<file path="src/rtl/lap_ctrl.sv">
// lap_ctrl: lap capture ring, display hold/browse sequencing, LCM handoff.
// Optional browse of stored laps is compiled in with LAP_BROWSE_EN.
module lap_ctrl #(
  parameter int DEPTH       = 8,
  parameter int HOLD_CYCLES = 100000000
) (
  input  logic        clock,
  input  logic        reset_n,
  input  logic        lap,
  input  logic        clear,
  input  logic        run,
  input  logic [5:0]  hour,
  input  logic [5:0]  minute,
  input  logic [5:0]  second,
  input  logic [6:0]  m_sec,
  output logic [5:0]  disp_hour,
  output logic [5:0]  disp_minute,
  output logic [5:0]  disp_second,
  output logic [6:0]  disp_m_sec,
  output logic        lap_mode,
  output logic [6:0]  lap_count,
  output logic [6:0]  lap_total,
  output logic        upd_req,
  output logic [24:0] upd_data,
  output logic [6:0]  upd_slot,
  input  logic        upd_ack
);

  localparam int PW = $clog2(DEPTH);
  localparam int CW = $clog2(HOLD_CYCLES);

`ifdef LAP_BROWSE_EN
  typedef enum logic [1:0] {LIVE, HOLD, BROWSE} state_t;
`else
  typedef enum logic [1:0] {LIVE, HOLD} state_t;
`endif

  state_t        state_q, state_d;
  logic [CW-1:0] cnt_q, cnt_d;
  logic [PW-1:0] wr_ptr;
  logic [24:0]   disp_q, disp_d;
  logic [24:0]   lap_buf [DEPTH];
  logic          lap_q, clear_q;
  logic          lap_rise, clr_rise, capture;
  logic [24:0]   live;
  logic [6:0]    total_nx;

`ifdef LAP_BROWSE_EN
  logic [PW-1:0] idx_q, idx_d;
  logic [PW-1:0] rd_ptr;
`endif

  assign live     = {hour, minute, second, m_sec};
  assign lap_rise = lap & ~lap_q;
  assign clr_rise = clear & ~clear_q;
  assign total_nx = (lap_total == 7'd99) ? 7'd99 : lap_total + 7'd1;
  assign lap_mode = (state_q != LIVE);

  assign disp_hour   = disp_q[24:19];
  assign disp_minute = disp_q[18:13];
  assign disp_second = disp_q[12:7];
  assign disp_m_sec  = disp_q[6:0];

  always_comb begin
    state_d = state_q;
    cnt_d   = cnt_q;
    capture = 1'b0;
`ifdef LAP_BROWSE_EN
    idx_d   = idx_q;
`endif
    if (clr_rise) begin
      state_d = LIVE;
    end else begin
      unique case (state_q)
        LIVE: begin
          if (lap_rise && run) begin
            capture = 1'b1;
            state_d = HOLD;
            cnt_d   = CW'(HOLD_CYCLES - 1);
`ifdef LAP_BROWSE_EN
          end else if (lap_rise && lap_count != 7'd0) begin
            state_d = BROWSE;
            idx_d   = '0;
`endif
          end
        end
        HOLD: begin
          if (lap_rise && run) begin
            capture = 1'b1;
            cnt_d   = CW'(HOLD_CYCLES - 1);
          end else if (cnt_q == '0) begin
            state_d = LIVE;
          end else begin
            cnt_d = cnt_q - CW'(1);
          end
        end
`ifdef LAP_BROWSE_EN
        BROWSE: begin
          if (run) begin
            state_d = LIVE;
          end else if (lap_rise) begin
            if (7'(idx_q) == lap_count - 7'd1) state_d = LIVE;
            else idx_d = idx_q + PW'(1);
          end
        end
`endif
        default: state_d = LIVE;
      endcase
    end
  end

`ifdef LAP_BROWSE_EN
  // Index 0 is the newest entry, one slot behind the write pointer.
  assign rd_ptr = wr_ptr - PW'(1) - idx_d;
`endif

  always_comb begin
    disp_d = live;
    unique case (state_d)
      LIVE: disp_d = live;
      HOLD: disp_d = capture ? live : disp_q;
`ifdef LAP_BROWSE_EN
      BROWSE: disp_d = lap_buf[rd_ptr];
`endif
      default: disp_d = live;
    endcase
  end

  always_ff @(posedge clock) begin
    if (capture) lap_buf[wr_ptr] <= live;
  end

  always_ff @(posedge clock or negedge reset_n) begin
    if (!reset_n) begin
      state_q   <= LIVE;
      cnt_q     <= '0;
      wr_ptr    <= '0;
      disp_q    <= '0;
      lap_q     <= 1'b0;
      clear_q   <= 1'b0;
      lap_count <= '0;
      lap_total <= '0;
      upd_req   <= 1'b0;
      upd_data  <= '0;
      upd_slot  <= '0;
`ifdef LAP_BROWSE_EN
      idx_q     <= '0;
`endif
    end else begin
      lap_q   <= lap;
      clear_q <= clear;
      state_q <= state_d;
      cnt_q   <= cnt_d;
      disp_q  <= disp_d;
`ifdef LAP_BROWSE_EN
      idx_q   <= idx_d;
`endif
      if (clr_rise) begin
        wr_ptr    <= '0;
        lap_count <= '0;
        lap_total <= '0;
        upd_req   <= 1'b0;
        upd_data  <= '0;
        upd_slot  <= '0;
      end else if (capture) begin
        wr_ptr    <= wr_ptr + PW'(1);
        if (lap_count != 7'(DEPTH)) lap_count <= lap_count + 7'd1;
        lap_total <= total_nx;
        upd_req   <= 1'b1;
        upd_data  <= live;
        upd_slot  <= total_nx;
      end else if (upd_ack) begin
        upd_req <= 1'b0;
      end
    end
  end

endmodule

</file>
<file path="config.mk">
export PLATFORM = sky130hd
export DESIGN_NAME = lap_ctrl
export DESIGN_NICKNAME = d
export VERILOG_FILES = /design/src/rtl/lap_ctrl.sv
export SDC_FILE = /design/constraint.sdc
export NUM_CORES = 1
export LEC_CHECK = 0
export BUFFER_PORTS_ARGS = -buffer_cell sky130_fd_sc_hd__buf_4
export CAP_MARGIN = 30
export CORE_MARGIN = 2
export CORE_UTILIZATION = 25
export CTS_BUF_LIST = sky130_fd_sc_hd__clkbuf_4 sky130_fd_sc_hd__clkbuf_8
export CTS_CLUSTER_SIZE = 25
export DETAILED_ROUTE_END_ITERATION = 8
export GPL_TIMING_DRIVEN = 0
export PLACE_DENSITY = 0.53
export SETUP_SLACK_MARGIN = 0.2
export SYNTH_ARGS = -nofsm -noshare
export SYNTH_HDL_FRONTEND = slang
export SYNTH_SLANG_ARGS = --single-unit
export TNS_END_PERCENT = 20
</file>
<file path="constraint.sdc">
create_clock -name clock -period 3.37 [get_ports clock]
set_input_delay 0.1685 -clock clock [delete_from_list [all_inputs] [get_ports clock]]
set_output_delay 0.1685 -clock clock [all_outputs]
set_load 0.05 [all_outputs]
</file>
* Word-level counts from Yosys, hierarchy flattened
Cells that the tools add are included.
Widths: inputs -> output; s select.
** Word-level totals
- Logic and storage cells :: 59
- Output and inout port bits :: 73
- Input bits :: 31
- Register bits after elaboration :: 96
** Operators by class
- Eq/ne operators :: 7
- Add/subtract/negate cells :: 3
- Multiplexer cells :: 24
- Bitwise operators :: 5
- Reduce and logical (&&, ||, !) cells :: 11
** Operators with widths (count)
- $mux 27 :: 3
- $mux 25 :: 3
- $pmux 27 s2 :: 1
- $mux 7 :: 6
- $logic_not 27->1 :: 1
- $sub 27x1->27 const B :: 1
- $add 7x1->7 const B :: 2
- $mux 2 :: 4
- $reduce_bool 2->1 :: 4
- $eq 7x7->1 const B :: 1
- $ne 7x4->1 const B :: 1
- $mux 1 :: 6
- $eq 2x1->1 const B :: 2
- $ne 2x2->1 const B :: 2
- $pmux 2 s2 :: 1
- $reduce_and 4->1 :: 1
- $ne 3x3->1 const B :: 1
- $not 1->1 :: 3
- $reduce_bool 3->1 :: 1
- $and 1x1->1 :: 2
- $logic_not 2->1 :: 1
- $reduce_and 2->1 :: 1
- $reduce_or 2->1 :: 1
- $logic_and 1x1->1 :: 1

* Logic depth before layout (Yosys ltp)
Gate-level depths: netlist of the first run.
- Word-level depth :: 8
- Gate-level depth with buffers :: 9
- Mapped depth without buffers :: 9

* Worst setup path after synthesis of the first run
Ideal clock, no wire load.
- Kind :: register to register
- Start :: register cnt_q[0]
- End :: register disp_q[18]
- Path slack :: 920 ps
- Arrival time :: 2325 ps
- Cell stages (with the launch flop) :: 10
- Data required time :: 3245 ps
- Path buffers :: 2
- Cell sequence :: dfrtp_1 > inv_1 > ha_1 > or4b_4 > nor4_4 > a31o_2 > nor3_1 > buf_6 > buf_6 > mux2_4
** Between the ends
- Cells in the longest elaborated chain, start to end :: 7
- Elaborated cells between the ends (all ways) :: 8
** Ends and longest elaborated chain
- start, declared :: RTL line 39 : logic [CW-1:0] cnt_q, cnt_d;
- start signal, assigned :: RTL line 153 : cnt_q <= cnt_d;
- $logic_not 27->1 (*) :: RTL line 91 : end else if (cnt_q == '0) begin
- $mux 2 (*) :: RTL line 91
- $mux 2 (*) :: RTL line 88 : if (lap_rise && run) begin
- $pmux 2 s2 (*) :: RTL line 74 : unique case (state_q)
- $mux 2 (*) :: RTL line 71 : if (clr_rise) begin
- $eq 2x1->1 (*) :: RTL line 119 : unique case (state_d)
- $ne 2x2->1 (no source line) or $mux 25 (tied branches)
- end signal, assigned :: RTL line 154 : disp_q <= disp_d;
- end, declared :: RTL line 41 : logic [24:0] disp_q, disp_d;
Mark *: on every way between the ends. The rest lies on a longest branch, timed or not.
A chain may end at the register's enable or synchronous reset.

* Final worst setup path of the first run
- Start :: register cnt_q[0]
- End :: register cnt_q[14]
** Between the ends
- Cells in the longest elaborated chain, start to end :: 4
- Elaborated cells between the ends (all ways) :: 7
** Ends and longest elaborated chain
- $sub 27x1->27 :: RTL line 94 : cnt_d = cnt_q - CW'(1);
- $mux 27 :: RTL line 91
- $mux 27 :: RTL line 88
- $pmux 27 s2 :: RTL line 74
Parallel ways exist; a longest one is shown, timed or not. The select of a mux whose other input is x is not followed.

==> flow_metrics.tcl, run 1 <==
set metrics [dict create \
    hold_violations 0 \
    grt_pass1_vias 3618 \
    n_antenna_cell 0 \
    area_delta_synth_final_pct 31.2 \
    critPathRequiredTime_ps 3630 \
    cts_resized 0 \
    fillers 1799 \
    rows 48 \
    ys_seq_area_frac 0.551 \
    cp-start-kind "flip-flop" \
    rsz0062_at_grt "false" \
    crit_fanout 8 \
    path_clk_slew_ps 100 \
    grt-ovfl-total 0 \
    core_um2 17200 \
    synth_edf_count 0 \
    setup_violations 0 \
    r2r_end "cnt_q[14]$_DFFE_PN0P_" \
    antenna_found_initial 0 \
    initial_core_util 0.254 \
    async_flop_share 1.00 \
    synth_nets 454 \
    max_freq_mhz 359 \
    ys_seq_elements 96 \
    postCtsSetupBuffers 0 \
    fin_tns_setup_ps 0 \
    synth.distinct_cells 53 \
    power.internal_mw 1.75 \
    min-delay-start "m_sec[4]" \
    fin_crit_ps 2790 \
    power_frac_seq 0.503 \
    clk_latency_ps 380 \
    worstHoldPathType "in2reg" \
    clkPwrFrac 0.323 \
    critical_path_arrival_ps 3050 \
    cts-hold-fix-buffers 6 \
    routed_wl_um 11400 \
    place_inst 748 \
    tightest_slew_ps 765 \
    drc 0 \
    finalCritPeriodShare 0.826 \
    cts_tree "yes" \
    vias 3555 \
    rr_startpoint "cnt_q[0]$_DFFE_PN0P_" \
    netlist_area_um2 4360 \
    syn_area_per_cell_um2 10.4 \
    netlist_instances 419 \
    cts_made_buffers 9 \
    ys.flop_type "dfrtp_1" \
    p_comb_frac 0.174 \
    ys_top_cells_by_area "dfrtp_1, nand2_1, mux2_2, a21oi_1, xor2_1" \
    switching_power_uw 796 \
    cts-htree-levels 3 \
    synth_top_cell_by_area "dfrtp_1" \
    drv_slew 0 \
    globalplace.congestion 0.793 \
    dr.pass1.iters 4 \
    grt_max_degree 55 \
    dr.first_iter.drc_count 192 \
    io_pins 104 \
    synthTopCellsByCount "dfrtp_1, nand2_1, a21oi_1" \
    yosysWarnings 0 \
    drive_gt1_frac 0.306 \
    critPathKind "reg2reg" \
    yosysMostFrequentCell "dfrtp_1" \
    rr_worst_depth 9 \
    hpwl_um 8260 \
    synth_top_area_share 0.551 \
    power.density_nw_per_um2 444 \
    fp.dieW_um 136 \
    switching_share 0.313 \
    grt_use_total 0.128 \
    grt_pass1_wl_um 18600 \
    routedWlPerCell_um 14.8 \
    root_buffer "clkbuf_8" \
    clk_path_buf_depth 2 \
    finClkSkew_ps 12.5 \
    dieArea_um2 18500 \
    p_leak_nw 2.50 \
    routed_via_density 4.61 \
    reg2reg_slack_ps 580 \
    vdd_drop_max_uv 236 \
    outcome "finished clean" \
    maxCapViolations 0 \
    critPathCapture "cnt_q[14]$_DFFE_PN0P_" \
    fin_nets 576 \
    startpoint "cnt_q[0]$_DFFE_PN0P_" \
    stdcell_count 771 \
    clock-sinks 96 \
    max_slew_margin 0.486 \
    worst_setup_path_end_kind "flip-flop" \
    ant_nets 0 \
    die-height_um 136 \
    port_buffers 103 \
]
## cells by family (layout without fill, tap and decap cells)
| family | after synthesis | in the layout | share of synthesized area |
|---|---|---|---|
| flops | 96 | 96 | 0.551 |
| mux | 25 | 25 | 0.0697 |
| buf+inv | 37 | 164 | 0.0419 |
| compound gates | 83 | 83 | 0.118 |
| simple gates | 154 | 154 | 0.169 |
| fa+ha+maj | 4 | 4 | 0.0115 |
| other cells | 1 | 1 | 0.000860 |
| xor+xnor | 19 | 19 | 0.0381 |
## area by class of cell
type	count	area, um^2	share of cell area
Multi-Input combinational cell	286	1780	0.311
Timing Repair Buffer	111	871	0.152
Inverter	9	33.8	0.00590
Tap cell	225	282	0.0492
Clock inverter	6	72.6	0.0127
Clock buffer	10	138	0.0240
Sequential cell	96	2400	0.420
Buffer	28	149	0.0260
## worst max-delay path: stages, from the launching register on
cell and delay, ps:
dfrtp_1 430, inv_1 70, ha_1 190, or4b_4 520, nor4_4 400, a31oi_1 230
o21ai_2 360, inv_2 180, a31oi_1 190, o21ai_1 90
## registers in the layout, summed over array words and instances (netlist names)
signal / count
clear_q: 1
cnt_q: 27
disp_q: 25
lap_count: 7
lap_q: 1
state_q: 2
upd_data: 25
upd_req: 1
upd_slot: 7
## how the worst min path moves through the flow
| stage | end | slack [ps] | cells after the start |
|---|---|---|---|
| after global placement | clear_q$_DFF_PN0_ | 300 | 1 |
| after CTS | disp_q[23]$_DFFE_PN0P_ | 1 | 2 |
| after floorplan | clear_q$_DFF_PN0_ | -130 | 0 |
| final | disp_q[4]$_DFFE_PN0P_ | 20 | 2 |
| after global routing | disp_q[20]$_DFFE_PN0P_ | 0.9 | 2 |
| after detailed placement | disp_q[5]$_DFFE_PN0P_ | 210 | 1 |
## layout by cell type, fill, tap and decap left out, types with 2 or more instances in the layout
cell	count
inv_6	3
or3_1	4
o21ai_1	2
o21ai_0	12
xnor2_1	5
o2111ai_1	6
o31a_1	2
mux2_2	19
buf_4	110
nand2b_1	4
buf_2	2
ha_1	4
nand4_1	5
or2_2	2
or4_1	4
nand2_1	72
o22ai_1	2
a21oi_1	35
inv_1	8
o21a_1	2
mux2_4	6
clkbuf_8	10
o211ai_1	3
nor4_1	2
dlygate4sd3_1	7
nor4b_1	3
o21ai_2	2
dfrtp_1	96
nor3_1	12
buf_6	2
a31oi_1	9
buf_1	3
clkbuf_1	14
xor2_1	14
nor2_1	30
nand3_1	6
## power groups by stage
stage | Clock, mW | Sequential [mW] | Combinational [mW]
final | 0.821 | 1.28 | 0.443
after global routing | 0.897 | 1.29 | 0.477
after CTS | 0.846 | 1.28 | 0.449
after detailed placement | 0 | 1.30 | 0.443
after global placement | 0 | 1.30 | 0.433
after floorplan | 0 | 1.43 | 0.138
## stage by stage
stage | hold slack, ps | worst slack [ps] | total power [mW] | cell area (um^2) | util
floorplan | -127 | 920 | 1.57 | 4360 | -
global placement | 295 | 612 | 1.73 | 5420 | 0.315
detailed placement | 212 | 622 | 1.74 | 5450 | 0.317
CTS | 1.32 | 602 | 2.58 | 5720 | 0.333
global route | 0.950 | 415 | 2.67 | 5730 | 0.333
finish | 23.7 | 585 | 2.54 | 5730 | 0.333
## per-layer routing
metal / GRT usage / share of wire
met5: 0 / 0
met4: 0.0480 / 0.014
met3: 0.0321 / 0.046
met2: 0.210 / 0.49
met1: 0.162 / 0.45
No activity file was read; power rests on OpenSTA's default activity.
==> inputs of run 2 (changes only) <==
==> constraint.sdc (replaced) <==
create_clock -name clock -period 2.81 [get_ports clock]
set_input_delay 0.1405 -clock clock [delete_from_list [all_inputs] [get_ports clock]]
set_output_delay 0.1405 -clock clock [all_outputs]
set_load 0.05 [all_outputs]
==> flow_metrics.tcl, run 2 (synthesis gave the netlist of run 1 again) <==
set metrics [dict create \
    outcome "finished clean" \
    initial_core_util 0.254 \
    finalCritPeriodShare 0.932 \
    cts_made_buffers 9 \
    most-common-layout-cells "buf_4, dfrtp_1, nand2_1" \
    hold_violations 0 \
    cts_tree "yes" \
    routed_wl_um 11800 \
    largest_reg_flops 27 \
    worstHoldPathType "in2reg" \
    vdd_drop_max_uv 289 \
    dr.first_iter.drc_count 216 \
    drv_slew 0 \
    setup_violations 0 \
    core_um2 17200 \
    power_frac_seq 0.496 \
    startpoint "cnt_q[7]$_DFFE_PN0P_" \
    grt_pass1_wl_um 19000 \
    antenna_found_initial 0 \
    fp.dieW_um 136 \
    rsz0062_at_grt "true" \
    power.internal_mw 2.13 \
    clock-sinks 96 \
    seq_area_um2 2400 \
    clk_path_buf_depth 2 \
    min-delay-start "m_sec[3]" \
    final_core_util 0.353 \
    reg_top3 "cnt_q x27, disp_q x25, upd_data x25" \
    routedWlPerCell_um 14.7 \
    dieArea_um2 18500 \
    worst_setup_path_end_kind "flip-flop" \
    path_clk_slew_ps 100 \
    worst_slack_ps 190 \
    p_comb_frac 0.187 \
    switching_share 0.312 \
    critPathKind "reg2reg" \
    power.density_nw_per_um2 510 \
    cp-start-kind "flip-flop" \
    clk_latency_ps 380 \
    hpwl_um 8260 \
    final_common_cell "buf_4" \
    fin_crit_ps 2620 \
    tightest_slew_ps 861 \
    grt-ovfl-total 0 \
    root_buffer "clkbuf_8" \
    dr.pass1.iters 4 \
    multi_input_area_um2 1830 \
    routed_via_density 4.60 \
    io_pins 104 \
    final_cell_area_um2 6070 \
    largest_register "cnt_q" \
    switching_power_uw 965 \
    grt_pass1_vias 3739 \
    maxCapViolations 0 \
    post-place-ws_ps 61.6 \
    drive_gt1_frac 0.321 \
    max_slew_margin 0.421 \
    rows 48 \
    fin_nets 607 \
    rr_startpoint "cnt_q[7]$_DFFE_PN0P_" \
    fillers 1784 \
    grt_max_degree 55 \
    crit_fanout 7 \
    critPathRequiredTime_ps 3090 \
    cts-htree-levels 3 \
    die-height_um 136 \
    place_area_um2 5450 \
    fin_tns_setup_ps 0 \
    port_buffers 103 \
    max_freq_mhz 382 \
    vias 3693 \
    ant_nets 0 \
    clkPwrFrac 0.317 \
    n_antenna_cell 0 \
    area_delta_synth_final_pct 39.1 \
    drc 0 \
    grt_use_total 0.130 \
    p_leak_nw 2.64 \
    critical_path_arrival_ps 2900 \
    finClkSkew_ps 13.1 \
    globalplace.congestion 0.793 \
]
run 2: cell types whose count changed in the layout (fill, tap and decap cells not counted), sizes merged:
cell / previous run / this run
buf: 118 / 128
dlygate4sd3: 7 / 28
run 2: final cells by class:
class | instances | area share
clock inverters | 6 | 0.0120
multi-input cells | 286 | 0.302
inverters | 9 | 0.00556
well taps | 225 | 0.0464
plain buffers | 28 | 0.0251
flip-flops and latches | 96 | 0.396
clock buffers | 10 | 0.0227
repair buffers | 142 | 0.190
run 2: what timing repair did:
| action | 4_1_cts | 5_1_grt |
|---|---|---|
| cloned | 0 | 0 |
| hold buffers | 28 | 0 |
| endpoints found under the setup margin | 31 | 42 |
| gates resized for setup | 1 | 14 |
| pin swaps | 3 | 4 |
| hold endpoints to repair | 92 | 0 |
| setup buffers | 3 | 7 |
run 2: layer usage:
metal | vias to the layer above | wire length (um) | global-route usage
met3 | 13 | 544 | 0.0317
met1 | 1834 | 5320 | 0.165
met2 | 82 | 5740 | 0.216
li1 | 1764 | - | -
met4 | 0 | 165 | 0.0480
met5 | - | 0 | 0
run 2: worst paths after layout:
| check | end | slack [ps] | cells past startpoint |
|---|---|---|---|
| hold reg to reg | disp_q[10]$_DFFE_PN0P_ | 520 | 1 |
| hold / removal | disp_q[3]$_DFFE_PN0P_ | 20 | 2 |
| min in group asynchronous | disp_q[7]$_DFFE_PN0P_ | 300 | 2 |
| setup reg to reg | cnt_q[17]$_DFFE_PN0P_ | 190 | 5 |
| max in group asynchronous | cnt_q[8]$_DFFE_PN0P_ | 1830 | 3 |
| setup / recovery | cnt_q[17]$_DFFE_PN0P_ | 190 | 5 |
run 2: worst max-delay path, stage by stage (launching register included):
cell     delay, ps
dfrtp_1        430
or4_1          650
nor4_2         760
o21ai_2        200
o31a_1         300
o21a_1         180
run 2: power groups by stage:
stage / sequential (mW) / combinational [mW] / clock (mW)
after floorplan: 1.71 / 0.165 / 0
after global placement: 1.56 / 0.519 / 0
after detailed placement: 1.56 / 0.531 / 0
after CTS: 1.54 / 0.565 / 1.02
after global routing: 1.55 / 0.624 / 1.08
final: 1.53 / 0.579 / 0.982
run 2: through the flow:
| stage | instances | hold WS [ps] | total power, mW |
|---|---|---|---|
| floorplan | 419 | -155 | 1.88 |
| global placement | 747 | 267 | 2.08 |
| detailed placement | 748 | 184 | 2.09 |
| CTS | 795 | 3.36 | 3.12 |
| global route | 802 | 9.85 | 3.25 |
| finish | 802 | 24.2 | 3.10 |
==> inputs of run 3 (changes only) <==
--- a/config.mk
+++ b/config.mk
@@ -13,7 +13,8 @@
 export CTS_CLUSTER_SIZE = 25
 export DETAILED_ROUTE_END_ITERATION = 8
 export GPL_TIMING_DRIVEN = 0
-export PLACE_DENSITY = 0.53
+export MAX_ROUTING_LAYER = met4
+export PLACE_DENSITY = 0.55
 export SETUP_SLACK_MARGIN = 0.2
 export SYNTH_ARGS = -nofsm -noshare
 export SYNTH_HDL_FRONTEND = slang
==> constraint.sdc (replaced) <==
create_clock -name clock -period 2.4 [get_ports clock]
set_input_delay 0.12 -clock clock [delete_from_list [all_inputs] [get_ports clock]]
set_output_delay 0.12 -clock clock [all_outputs]
set_load 0.05 [all_outputs]
==> flow_metrics.tcl, run 3 (synthesis gave the netlist of run 1 again) <==
set metrics [dict create \
    grt_pass1_wl_um 18800 \
    io_pins 104 \
    die-height_um 136 \
    core_um2 17200 \
    power.density_nw_per_um2 563 \
    post-place-ws_ps -300 \
    grt_max_degree 54 \
    largest_register "cnt_q" \
    routedWlPerCell_um 14.6 \
    ant_nets 0 \
    wl_met2_um 5780 \
    tightest_slew_ps 673 \
    critical_path_arrival_ps 2740 \
    hold_violations 0 \
    drc 0 \
    dr_wl_met3_um 557 \
    clkPwrFrac 0.291 \
    max_slew_margin 0.551 \
    finalCritPeriodShare 1.02 \
    maxCapViolations 0 \
    dr.pass1.iters 4 \
    fin_nets 615 \
    reg_top3 "cnt_q x27, disp_q x25, upd_data x25" \
    initial_core_util 0.254 \
    outcome "complete, but fails checks" \
    max_freq_mhz 407 \
    grt_pass1_vias 3770 \
    critPathRequiredTime_ps 2680 \
    top_layer_used "met4" \
    switching_share 0.324 \
    clk_path_buf_depth 2 \
    cp-start-kind "flip-flop" \
    antenna_found_initial 0 \
    cts_made_buffers 9 \
    dieArea_um2 18500 \
    clock-sinks 96 \
    grt-ovfl-total 0 \
    slowest_delay_ps 470 \
    finalPower_mw 3.53 \
    routed_via_density 4.52 \
    area_delta_synth_final_pct 43.8 \
    fin_crit_ps 2460 \
    globalplace.congestion 0.788 \
    most-common-layout-cells "buf_4, dfrtp_1, nand2_1" \
    rsz0062_at_grt "true" \
    grt_use_total 0.132 \
    drv_slew 0 \
    port_buffers 103 \
    power.internal_mw 2.39 \
    vdd_drop_max_uv 327 \
    crit_fanout 8 \
    switching_power_mw 1.14 \
    critPathKind "reg2reg" \
    crit_chain "inv_2 > ha_4 > or4b_4 > nor4_4 > a31o_2 > nor3_2 > buf_6 > buf_12 > mux2_4" \
    p_comb_frac 0.200 \
    setup_violations 18 \
    root_buffer "clkbuf_8" \
    routed_wl_um 11800 \
    slowest_stage "or4b_4" \
    met1_length_um 5290 \
    cts-htree-levels 3 \
    finClkSkew_ps 15.4 \
    worstHoldPathType "in2async" \
    n_antenna_cell 0 \
    power_frac_seq 0.509 \
    vias 3660 \
    worst_setup_path_end_kind "flip-flop" \
    p_leak_nw 2.71 \
    largest_reg_flops 27 \
    hpwl_um 8260 \
    whs_ps 285 \
    drive_gt1_frac 0.356 \
    final_common_cell "buf_4" \
    cts_tree "yes" \
    rows 48 \
    worst_slack_ps -56.7 \
    path_clk_slew_ps 110 \
    violations "negative setup slack" \
    fp.dieW_um 136 \
    dr.first_iter.drc_count 202 \
    clk_latency_ps 380 \
]
run 3: cell count changes in the layout (fill, tap and decap cells not counted), moves of 3 or more:
cell,change
buf_6,+3
clkbuf_4,+3
nor3_2,+3
nor3_1,-4
clkbuf_1,-4
run 3: timing repair:
action                                 CTS  global route
hold buffers                            29             0
cloned                                   0             1
setup buffers                           12             4
endpoints found under the hold margin   96             0
pin swaps                                9            17
resized for setup                       14            32
setup endpoints to repair               78            77
run 3: worst paths after layout:
| check | startpoint | to | slack (ps) | depth (start not counted) |
|---|---|---|---|---|
| hold reg to reg | cnt_q[21]$_DFFE_PN0P_ | cnt_q[21]$_DFFE_PN0P_ | 510 | 2 |
| setup / recovery | cnt_q[1]$_DFFE_PN0P_ | disp_q[22]$_DFFE_PN0P_ | -60 | 9 |
| hold / removal | reset_n | disp_q[5]$_DFFE_PN0P_ | 280 | 2 |
| max in group asynchronous | reset_n | cnt_q[5]$_DFFE_PN0P_ | 1450 | 3 |
| setup reg to reg | cnt_q[1]$_DFFE_PN0P_ | disp_q[22]$_DFFE_PN0P_ | -60 | 9 |
| min in group clock | run | upd_slot[4]$_DFFE_PN0P_ | 320 | 5 |
run 3: layout make-up:
cell class,instances,area (um^2)
inverters,9,36.3
fillers,1758,10900
clock inverters,6,51.3
well taps,225,282
multi-input cells,286,1960
flip-flops and latches,96,2400
plain buffers,28,173
clock buffers,10,131
repair buffers,150,1240
run 3: critical path: cells and delay by family (launching register included):
kind	cells	cell delay (ps)
AO/OA/AOI/OAI	1	240
adder cells (fa/ha/maj)	1	130
buffers and inverters	3	390
flip-flops	1	400
multiplexers	1	290
AND/OR/NAND/NOR	3	910
run 3: per-stage QoR:
stage               TNS [ps]  area (um^2)  cells  utilization
floorplan              -22.1         4370    419            -
global placement      -10060         5430    747        0.316
detailed placement    -11510         5460    748        0.318
CTS                    -1110         6070    805        0.353
global route           -3460         6270    810        0.365
finish                  -552         6270    810        0.365
run 3: per-layer routing:
metal  vias up  global-route usage
met1      1783               0.160
met5         -                   -
li1       1778                   -
met3        13              0.0324
met4         0              0.0451
met2        86               0.217
run 3: power by group through the flow:
stage                     sequential, mW  combinational [mW]  clock [mW]
after floorplan                     2.01               0.196           0
after global placement              1.82               0.609           0
after detailed placement            1.83               0.623           0
after CTS                           1.79               0.690        1.07
after global routing                1.81               0.763        1.13
final                               1.80               0.706        1.03
